===== config.mk =====
export PLATFORM = sky130hd
export DESIGN_NAME = prbs_gen_check
export DESIGN_NICKNAME = d
export VERILOG_FILES = /design/src/rtl/prbs_gen_check.sv
export SDC_FILE = /design/constraint.sdc
export NUM_CORES = 1
export LEC_CHECK = 0
export CORE_ASPECT_RATIO = 1.75
export CORE_UTILIZATION = 40
export DETAILED_ROUTE_END_ITERATION = 7
export PLACE_DENSITY = 0.88
export SETUP_SLACK_MARGIN = 0.05
export SKIP_CTS_REPAIR_TIMING = 1
export SLEW_MARGIN = 20
export SYNTH_ARGS = -nofsm -noshare
export SYNTH_HDL_FRONTEND = slang
export SYNTH_SLANG_ARGS = --single-unit

===== constraint.sdc =====
create_clock -name clk -period 3.35 [get_ports clk]
set_input_delay 0.8375 -clock clk [delete_from_list [all_inputs] [get_ports clk]]
set_output_delay 0.8375 -clock clk [all_outputs]
set_load 0.02 [all_outputs]

===== src/rtl/prbs_gen_check.sv =====
// prbs_gen_check: parametrised PRBS generator / checker for AXI-Stream links.
//
// MODE "generator": drives M_AXIS with the LFSR state. Each accepted beat advances
//   the LFSR by STEP single-bit shifts. seed_load reloads the state, and a value of
//   zero is replaced by SEED.
// MODE "checker": self-synchronises to S_AXIS data (SEARCH), then free-runs a
//   prediction (LOCKED) and counts mismatching words and bits in saturating counters.
//
// Ports:
//   clk, aresetn             clock, asynchronous active-low reset
//   seed_load, seed_value    generator reload request and value
//   cnt_clear                checker: synchronous clear of both error counters
//   err_inject               (PRBS_ERR_INJECT_EN only) generator: invert bit 0 of the
//                            next transferred beat
//   S_AXIS_*                 checker input stream; TREADY is 1 from the first edge
//   M_AXIS_*                 generator output stream
//   locked                   checker lock indication
//   err_word_cnt/err_bit_cnt mismatching beats/bits seen while locked
//
// Build option: define PRBS_ERR_INJECT_EN to add the err_inject port and its logic.
module prbs_gen_check #(
  parameter int unsigned       LFSR_W       = 32,
  parameter logic [LFSR_W-1:0] POLY         = LFSR_W'(32'h80000057),
  parameter logic [LFSR_W-1:0] SEED         = '1,
  parameter int unsigned       STEP         = 1,
  parameter string             MODE         = "generator",
  parameter int unsigned       LOCK_COUNT   = 8,
  parameter int unsigned       UNLOCK_COUNT = 4,
  parameter int unsigned       CNT_W        = 32
) (
  input  logic              clk,
  input  logic              aresetn,
  input  logic              seed_load,
  input  logic [LFSR_W-1:0] seed_value,
  input  logic              cnt_clear,
`ifdef PRBS_ERR_INJECT_EN
  input  logic              err_inject,
`endif
  input  logic [LFSR_W-1:0] S_AXIS_TDATA,
  input  logic              S_AXIS_TVALID,
  output logic              S_AXIS_TREADY,
  output logic [LFSR_W-1:0] M_AXIS_TDATA,
  output logic              M_AXIS_TVALID,
  input  logic              M_AXIS_TREADY,
  output logic              locked,
  output logic [CNT_W-1:0]  err_word_cnt,
  output logic [CNT_W-1:0]  err_bit_cnt
);

  localparam bit          IsChk  = (MODE == "checker");
  localparam int unsigned MatchW = (LOCK_COUNT < 1) ? 1 : $clog2(LOCK_COUNT + 1);
  localparam int unsigned MissW  = (UNLOCK_COUNT < 1) ? 1 : $clog2(UNLOCK_COUNT + 1);
  // Wide enough for counter + popcount of a 64-bit word without overflow.
  localparam int unsigned SumW   = ((CNT_W > 7) ? CNT_W : 7) + 1;
  localparam logic [SumW-1:0]   CntMaxW   = SumW'({CNT_W{1'b1}});
  localparam logic [MatchW-1:0] LockCnt   = MatchW'(LOCK_COUNT);
  localparam logic [MissW-1:0]  UnlockCnt = MissW'(UNLOCK_COUNT);

  typedef enum logic [0:0] {StSearch, StLocked} chk_state_e;

  // STEP single-bit shifts unrolled into one combinational cone.
  function automatic logic [LFSR_W-1:0] lfsr_f(input logic [LFSR_W-1:0] x);
    logic [LFSR_W-1:0] s;
    s = x;
    for (int unsigned i = 0; i < STEP; i++) begin
      s = {s[LFSR_W-2:0], ^(s & POLY)};
    end
    return s;
  endfunction

  logic [LFSR_W-1:0] state_q, state_d;
  logic              tvalid_q, tvalid_d;
  logic              tready_q;
  logic              inj_q, inj_d;
  chk_state_e        st_q, st_d;
  logic [LFSR_W-1:0] prev_q, prev_d;
  logic              have_prev_q, have_prev_d;
  logic [MatchW-1:0] match_q, match_d;
  logic [MissW-1:0]  miss_q, miss_d;
  logic [LFSR_W-1:0] exp_q, exp_d;
  logic [CNT_W-1:0]  err_word_q, err_word_d;
  logic [CNT_W-1:0]  err_bit_q, err_bit_d;

  logic              xfer;
  logic              inj_req;
  logic [LFSR_W-1:0] pred;
  logic [LFSR_W-1:0] prev_next;
  logic [SumW-1:0]   bit_sum;

  assign xfer      = tvalid_q & M_AXIS_TREADY;
  assign pred      = lfsr_f(exp_q);
  assign prev_next = lfsr_f(prev_q);
  assign bit_sum   = SumW'(err_bit_q) + SumW'($countones(S_AXIS_TDATA ^ pred));

`ifdef PRBS_ERR_INJECT_EN
  assign inj_req = err_inject & ~IsChk;
`else
  assign inj_req = 1'b0;
`endif

  // Generator path.
  always_comb begin
    state_d  = state_q;
    tvalid_d = tvalid_q;
    inj_d    = inj_q;
    if (!IsChk) begin
      tvalid_d = 1'b1;
      if (seed_load) begin
        state_d = (seed_value == '0) ? SEED : seed_value;
      end else if (xfer) begin
        state_d = lfsr_f(state_q);
      end
      // One-shot flag: cleared by the transfer it corrupted, re-armed by a new pulse.
      inj_d = (inj_q & ~xfer) | inj_req;
    end
  end

  // Checker path.
  always_comb begin
    st_d        = st_q;
    prev_d      = prev_q;
    have_prev_d = have_prev_q;
    match_d     = match_q;
    miss_d      = miss_q;
    exp_d       = exp_q;
    err_word_d  = err_word_q;
    err_bit_d   = err_bit_q;
    if (IsChk && S_AXIS_TVALID) begin
      case (st_q)
        StSearch: begin
          if (have_prev_q && (S_AXIS_TDATA == prev_next)) begin
            match_d = match_q + MatchW'(1);
          end else begin
            match_d = '0;
          end
          prev_d      = S_AXIS_TDATA;
          have_prev_d = 1'b1;
          if (match_d == LockCnt) begin
            st_d   = StLocked;
            exp_d  = S_AXIS_TDATA;
            miss_d = '0;
          end
        end
        StLocked: begin
          // Prediction free-runs regardless of the received data.
          exp_d = pred;
          if (S_AXIS_TDATA != pred) begin
            err_word_d = (err_word_q == '1) ? err_word_q : err_word_q + CNT_W'(1);
            err_bit_d  = (bit_sum > CntMaxW) ? '1 : bit_sum[CNT_W-1:0];
            miss_d     = miss_q + MissW'(1);
            if (miss_d == UnlockCnt) begin
              st_d        = StSearch;
              match_d     = '0;
              prev_d      = S_AXIS_TDATA;
              have_prev_d = 1'b1;
            end
          end else begin
            miss_d = '0;
          end
        end
        default: st_d = StSearch;
      endcase
    end
    if (IsChk && cnt_clear) begin
      err_word_d = '0;
      err_bit_d  = '0;
    end
  end

  always_ff @(posedge clk or negedge aresetn) begin
    if (!aresetn) begin
      state_q     <= SEED;
      tvalid_q    <= 1'b0;
      tready_q    <= 1'b0;
      inj_q       <= 1'b0;
      st_q        <= StSearch;
      prev_q      <= '0;
      have_prev_q <= 1'b0;
      match_q     <= '0;
      miss_q      <= '0;
      exp_q       <= '0;
      err_word_q  <= '0;
      err_bit_q   <= '0;
    end else begin
      state_q     <= state_d;
      tvalid_q    <= tvalid_d;
      tready_q    <= 1'b1;
      inj_q       <= inj_d;
      st_q        <= st_d;
      prev_q      <= prev_d;
      have_prev_q <= have_prev_d;
      match_q     <= match_d;
      miss_q      <= miss_d;
      exp_q       <= exp_d;
      err_word_q  <= err_word_d;
      err_bit_q   <= err_bit_d;
    end
  end

  assign S_AXIS_TREADY = tready_q;
  assign M_AXIS_TVALID = tvalid_q;
  assign M_AXIS_TDATA  = state_q ^ LFSR_W'(inj_q);
  assign locked        = (st_q == StLocked);
  assign err_word_cnt  = err_word_q;
  assign err_bit_cnt   = err_bit_q;

endmodule


# [After elaboration in Yosys (flattened, before gate mapping)]
# Index checks and enable logic that the tools add are counted.
[classes] mux=3 n_bitwise=4 reduce_logical=3
[op_table] cell="32-bit two-way mux" count=3
[op_table] cell="32-bit zero test" count=1
[op_table] cell="32-bit parity" count=1
[op_table] cell="32-bit by 1-bit XOR with 32-bit output" count=1
[op_table] cell="1-bit AND" count=2
[op_table] cell="2-bit nonzero test" count=1
[op_table] cell="1-bit NOT" count=1
[word_totals] register_bits=34 word_cells=13

# [Longest topological paths before layout]
[depth] depth_word=3 ltp_mapped=6 mapped_depth_nobuf=4

# [Worst setup path after synthesis]
# OpenSTA, ideal clock, no wires.
[synth_timing] path_type="input to register" startpoint="input port seed_value[27]" endpoint="register state_q[13]" setup_ns=0.081 t_arrival_ns=1.810 required_time_ns=3.269 setup_slack_ns=1.460 cell_stages=6 path_cell_list="nor4_1 > nand4_1 > or2_1 > buf_6 > buf_6 > a32oi_1"
[synth_via] elab_chain_cells=3
[synth_lines] item="start: declaration" line_no="34" source="input logic [LFSR_W-1:0] seed_value,"
[synth_lines] item="32-bit zero test" line_no="109" source="state_d = (seed_value == '0) ? SEED : seed_value;"
[synth_lines] item="32-bit two-way mux" line_no="109"
[synth_lines] item="32-bit two-way mux" line_no="108" source="if (seed_load) begin"
[synth_lines] item="end signal: assignment" line_no="185" source="state_q <= state_d;"
[synth_lines] item="end: declaration" line_no="71" source="logic [LFSR_W-1:0] state_q, state_d;"
# No other way between the ends.
# A chain may end at the register's enable or synchronous reset.

# [Worst setup path after layout]
[layout_timing] startpoint="register state_q[0]" endpoint="output port M_AXIS_TDATA[0]"
[layout_via] elab_chain_cells=1
[layout_lines] item="32-bit by 1-bit XOR with 32-bit output" line_no="202" source="assign M_AXIS_TDATA = state_q ^ LFSR_W'(inj_q);"
[layout_lines] item="end: declaration" line_no="42" source="output logic [LFSR_W-1:0] M_AXIS_TDATA,"
# No other way between the ends.

==> results.md <==
* Pin count of the biggest net entering global routing at 65
* Clock-pin slew on the worst setup and hold paths at approximately 0.070 ns
* Sequential fraction of the synthesis area at around 35%
* Htree depth at 2
* Number of port buffers at slightly below 70
* Vias at around 2,000
* Area of the multi-input gates at 1080 um2
* Crit path capture type: output pin
* N_diodes at 0
* Die Y at roughly 110 um
* Vias in the first global route at ~1,800
* Final Setup Violations at 0
* Layout filler cell count at between 500 and 600
* DR pass1 iterations at 4
* Net Sw Power at 412 uW
* FP Rows at 38
* Crit path DAT at between 1.5 and 2 ns
* Crit path from: state_q[0]
* Synth Cell Area at about 2600 um2
* Clock Skew at about 0.006 ns
* Met3 usage at 3.48%
* CP Class: reg -> out
* Reg-to-Reg Start: M_AXIS_TVALID
* Max Fclk at 0.408 GHz
* Worst Setup EP: M_AXIS_TDATA[0]
* CTS tree: done
* Hold crit path type: reg -> reg
* Initial DRC count at ~100
* Status: finished, final reports clean
* RR Endpoint: state_q[0]
* Core area at about 6200 um2
* Root buf cell: clkbuf_8
* First-pass GRT wire length at roughly 9.0 mm
* M1 GR Usage at roughly a fifth
* Width of the die at 62.7 um
* Syn Inst Count at 300
* Clock buffer depth at 2
* Lkg Pwr at roughly 0.0012 uW
* R2R Setup Slk at around 1.5 ns
* DR vias/cell at around 4.9
* Placed inst area at about 2800 um2
* I/O pin count at between 150 and 200
* Clock Power Share at approximately a quarter
* Antenna Nets Post-Route at 0
* Initial antenna violation count at 0
* Netlist cell types at 22
* Met2 GRT Util at roughly 30%
* Yosys warns at 0
* Post-synthesis register bit count at 34
* Sequential fraction of design power at between 40% and 50%
* Startpoint Class: flop
* Final Max Slew Viols at 0
* Reg2Reg Depth at 4
* Hold Vio Cnt, Final at 0
* Remaining global-route overflow at 0
* Area Overhead vs Synth at 13.3%
* Utilization after layout at about 47%
* CTS Buf Count at 5
* Worst-case vdd ir drop at approximately 270 uV
* Switching share of power at 33.6%
* Share of cells above drive strength 1 at 14.6%
* Routed WL at approximately 5.5 mm
* Maxcap violations at 0
* Storage element area at 891 um2
* Sink Count at 34
* Max_slew headroom at between 60% and 70%
* RSZ-0062 raised after global routing: no
* Critical path peak fanout at 4
* Total track usage at between 15 and 20%
* Comb pwr share at a little under a third
* Routed WL per cell at between 10 and 15 um
* DRC viols at 0
* Min Tclk post-route at about 2.5 ns
* Clock Latency Late Sink at between 0.2 and 0.3 ns
* Design area at ~3000 um2
* Initial core utilization at about two fifths
* RePlAce Congestion at around 0.73
* DPL Wire Length at roughly 3.8 mm
* Final period util at 73.2%
* Busiest grt layer: met2
* Final TNS setup at 0 ns
* Worst slew pin tran at around 0.52 ns
* Fin nets at ~400
* Power Dens Cells at approximately 420 nW/um2
* Avg Inst Size Synth at 8.58 um2
* CP required at around 2.5 ns
* Full die area at about 6800 um2
* Int Power at 814 uW
==> flip-flops by register name, indices dropped and copies added (netlist names) <==
register,count
state_q,32
M_AXIS_TVALID,1
inj_q,1
==> routing by layer <==
layer / part of all wire, % / vias up
met3: 7.1 / 8
li1: - / 924
met2: 50 / 121
met1: 41 / 931
met5: 0 / -
met4: 1.7 / 0
==> Yosys cell counts (all sizes together) <==
| master | n | area (um2) |
|---|---|---|
| dfstp | 32 | 841 |
| xnor2 | 2 | 36.3 |
| xnor3 | 1 | 22.5 |
| nor4 | 8 | 56.3 |
| buf | 101 | 773 |
| inv | 1 | 3.75 |
| or3 | 1 | 6.26 |
| o21ai | 1 | 5.00 |
| xor2 | 1 | 8.76 |
| a32oi | 32 | 280 |
| nor2 | 32 | 120 |
| dfrtp | 2 | 50.1 |
| and2 | 1 | 6.26 |
| nand4 | 2 | 12.5 |
| or2 | 1 | 6.26 |
| clkbuf | 17 | 63.8 |
| conb | 2 | 7.51 |
| nand2 | 32 | 120 |
| nand3 | 31 | 155 |
==> power by group through the flow <==
stage | Sequential [uW] | Clock [uW] | Combinational (uW)
after detailed placement | 528 | 0 | 390
after global placement | 526 | 0 | 385
after floorplan | 518 | 0 | 342
after global routing | 529 | 343 | 420
final | 522 | 313 | 391
after CTS | 522 | 325 | 391
==> kinds of logic after synthesis <==
family                    count (synthesis)  synth area share [%]
buffers and inverters                   119                  32.7
and+or+nand+nor                         108                  18.8
DFF                                      34                  34.6
AOI/OAI and AO/OA                        33                  11.1
xor gates and xnor gates                  4                  2.62
other                                     2                 0.292
==> worst max-delay path, stage by stage, from the launching register on <==
cell	delay, ns
dfstp_2	0.56
xor2_1	0.15
clkdlybuf4s50_1	0.62
==> area by class of cell <==
cell class	count	area share, %
tap	80	3.43
clock inverter	1	0.172
inverter	1	0.129
clock buffer	7	2.96
multi-input combinational	211	37.1
timing repair buffer	75	25.6
sequential	34	30.5
==> placed cells by master (no fill, tap or decap), drive strengths merged, types with 2 or more instances in the layout <==
| cell | netlist | layout |
|---|---|---|
| nor4 | 8 | 8 |
| a32oi | 32 | 32 |
| clkdlybuf4s50 | 0 | 69 |
| nand2 | 32 | 32 |
| conb | 2 | 66 |
| dfstp | 32 | 32 |
| xnor2 | 2 | 2 |
| buf | 101 | 6 |
| nand3 | 31 | 31 |
| dfrtp | 2 | 2 |
| nand4 | 2 | 2 |
| nor2 | 32 | 32 |
| clkbuf | 17 | 7 |
==> per-stage QoR <==
stage	total power, uW	cells	setup WS (ns)	hold slack, ns
global placement	911	401	0.634	0.489
finish	1230	409	0.897	0.511
global route	1290	409	0.728	0.528
CTS	1240	409	0.877	0.513
detailed placement	919	401	0.576	0.503
floorplan	859	364	1.46	0.474
==> worst min-delay path by stage <==
stage	slack [ns]	end	cells after the start	startpoint
final	0.51	state_q[18]	2	state_q[18]
after global routing	0.53	state_q[25]	2	state_q[25]
after CTS	0.51	state_q[18]	2	state_q[18]
after detailed placement	0.50	state_q[18]	2	state_q[18]
after global placement	0.49	inj_q	1	inj_q
after floorplan	0.47	inj_q	1	inj_q
No activity file was read; power rests on OpenSTA's default activity.
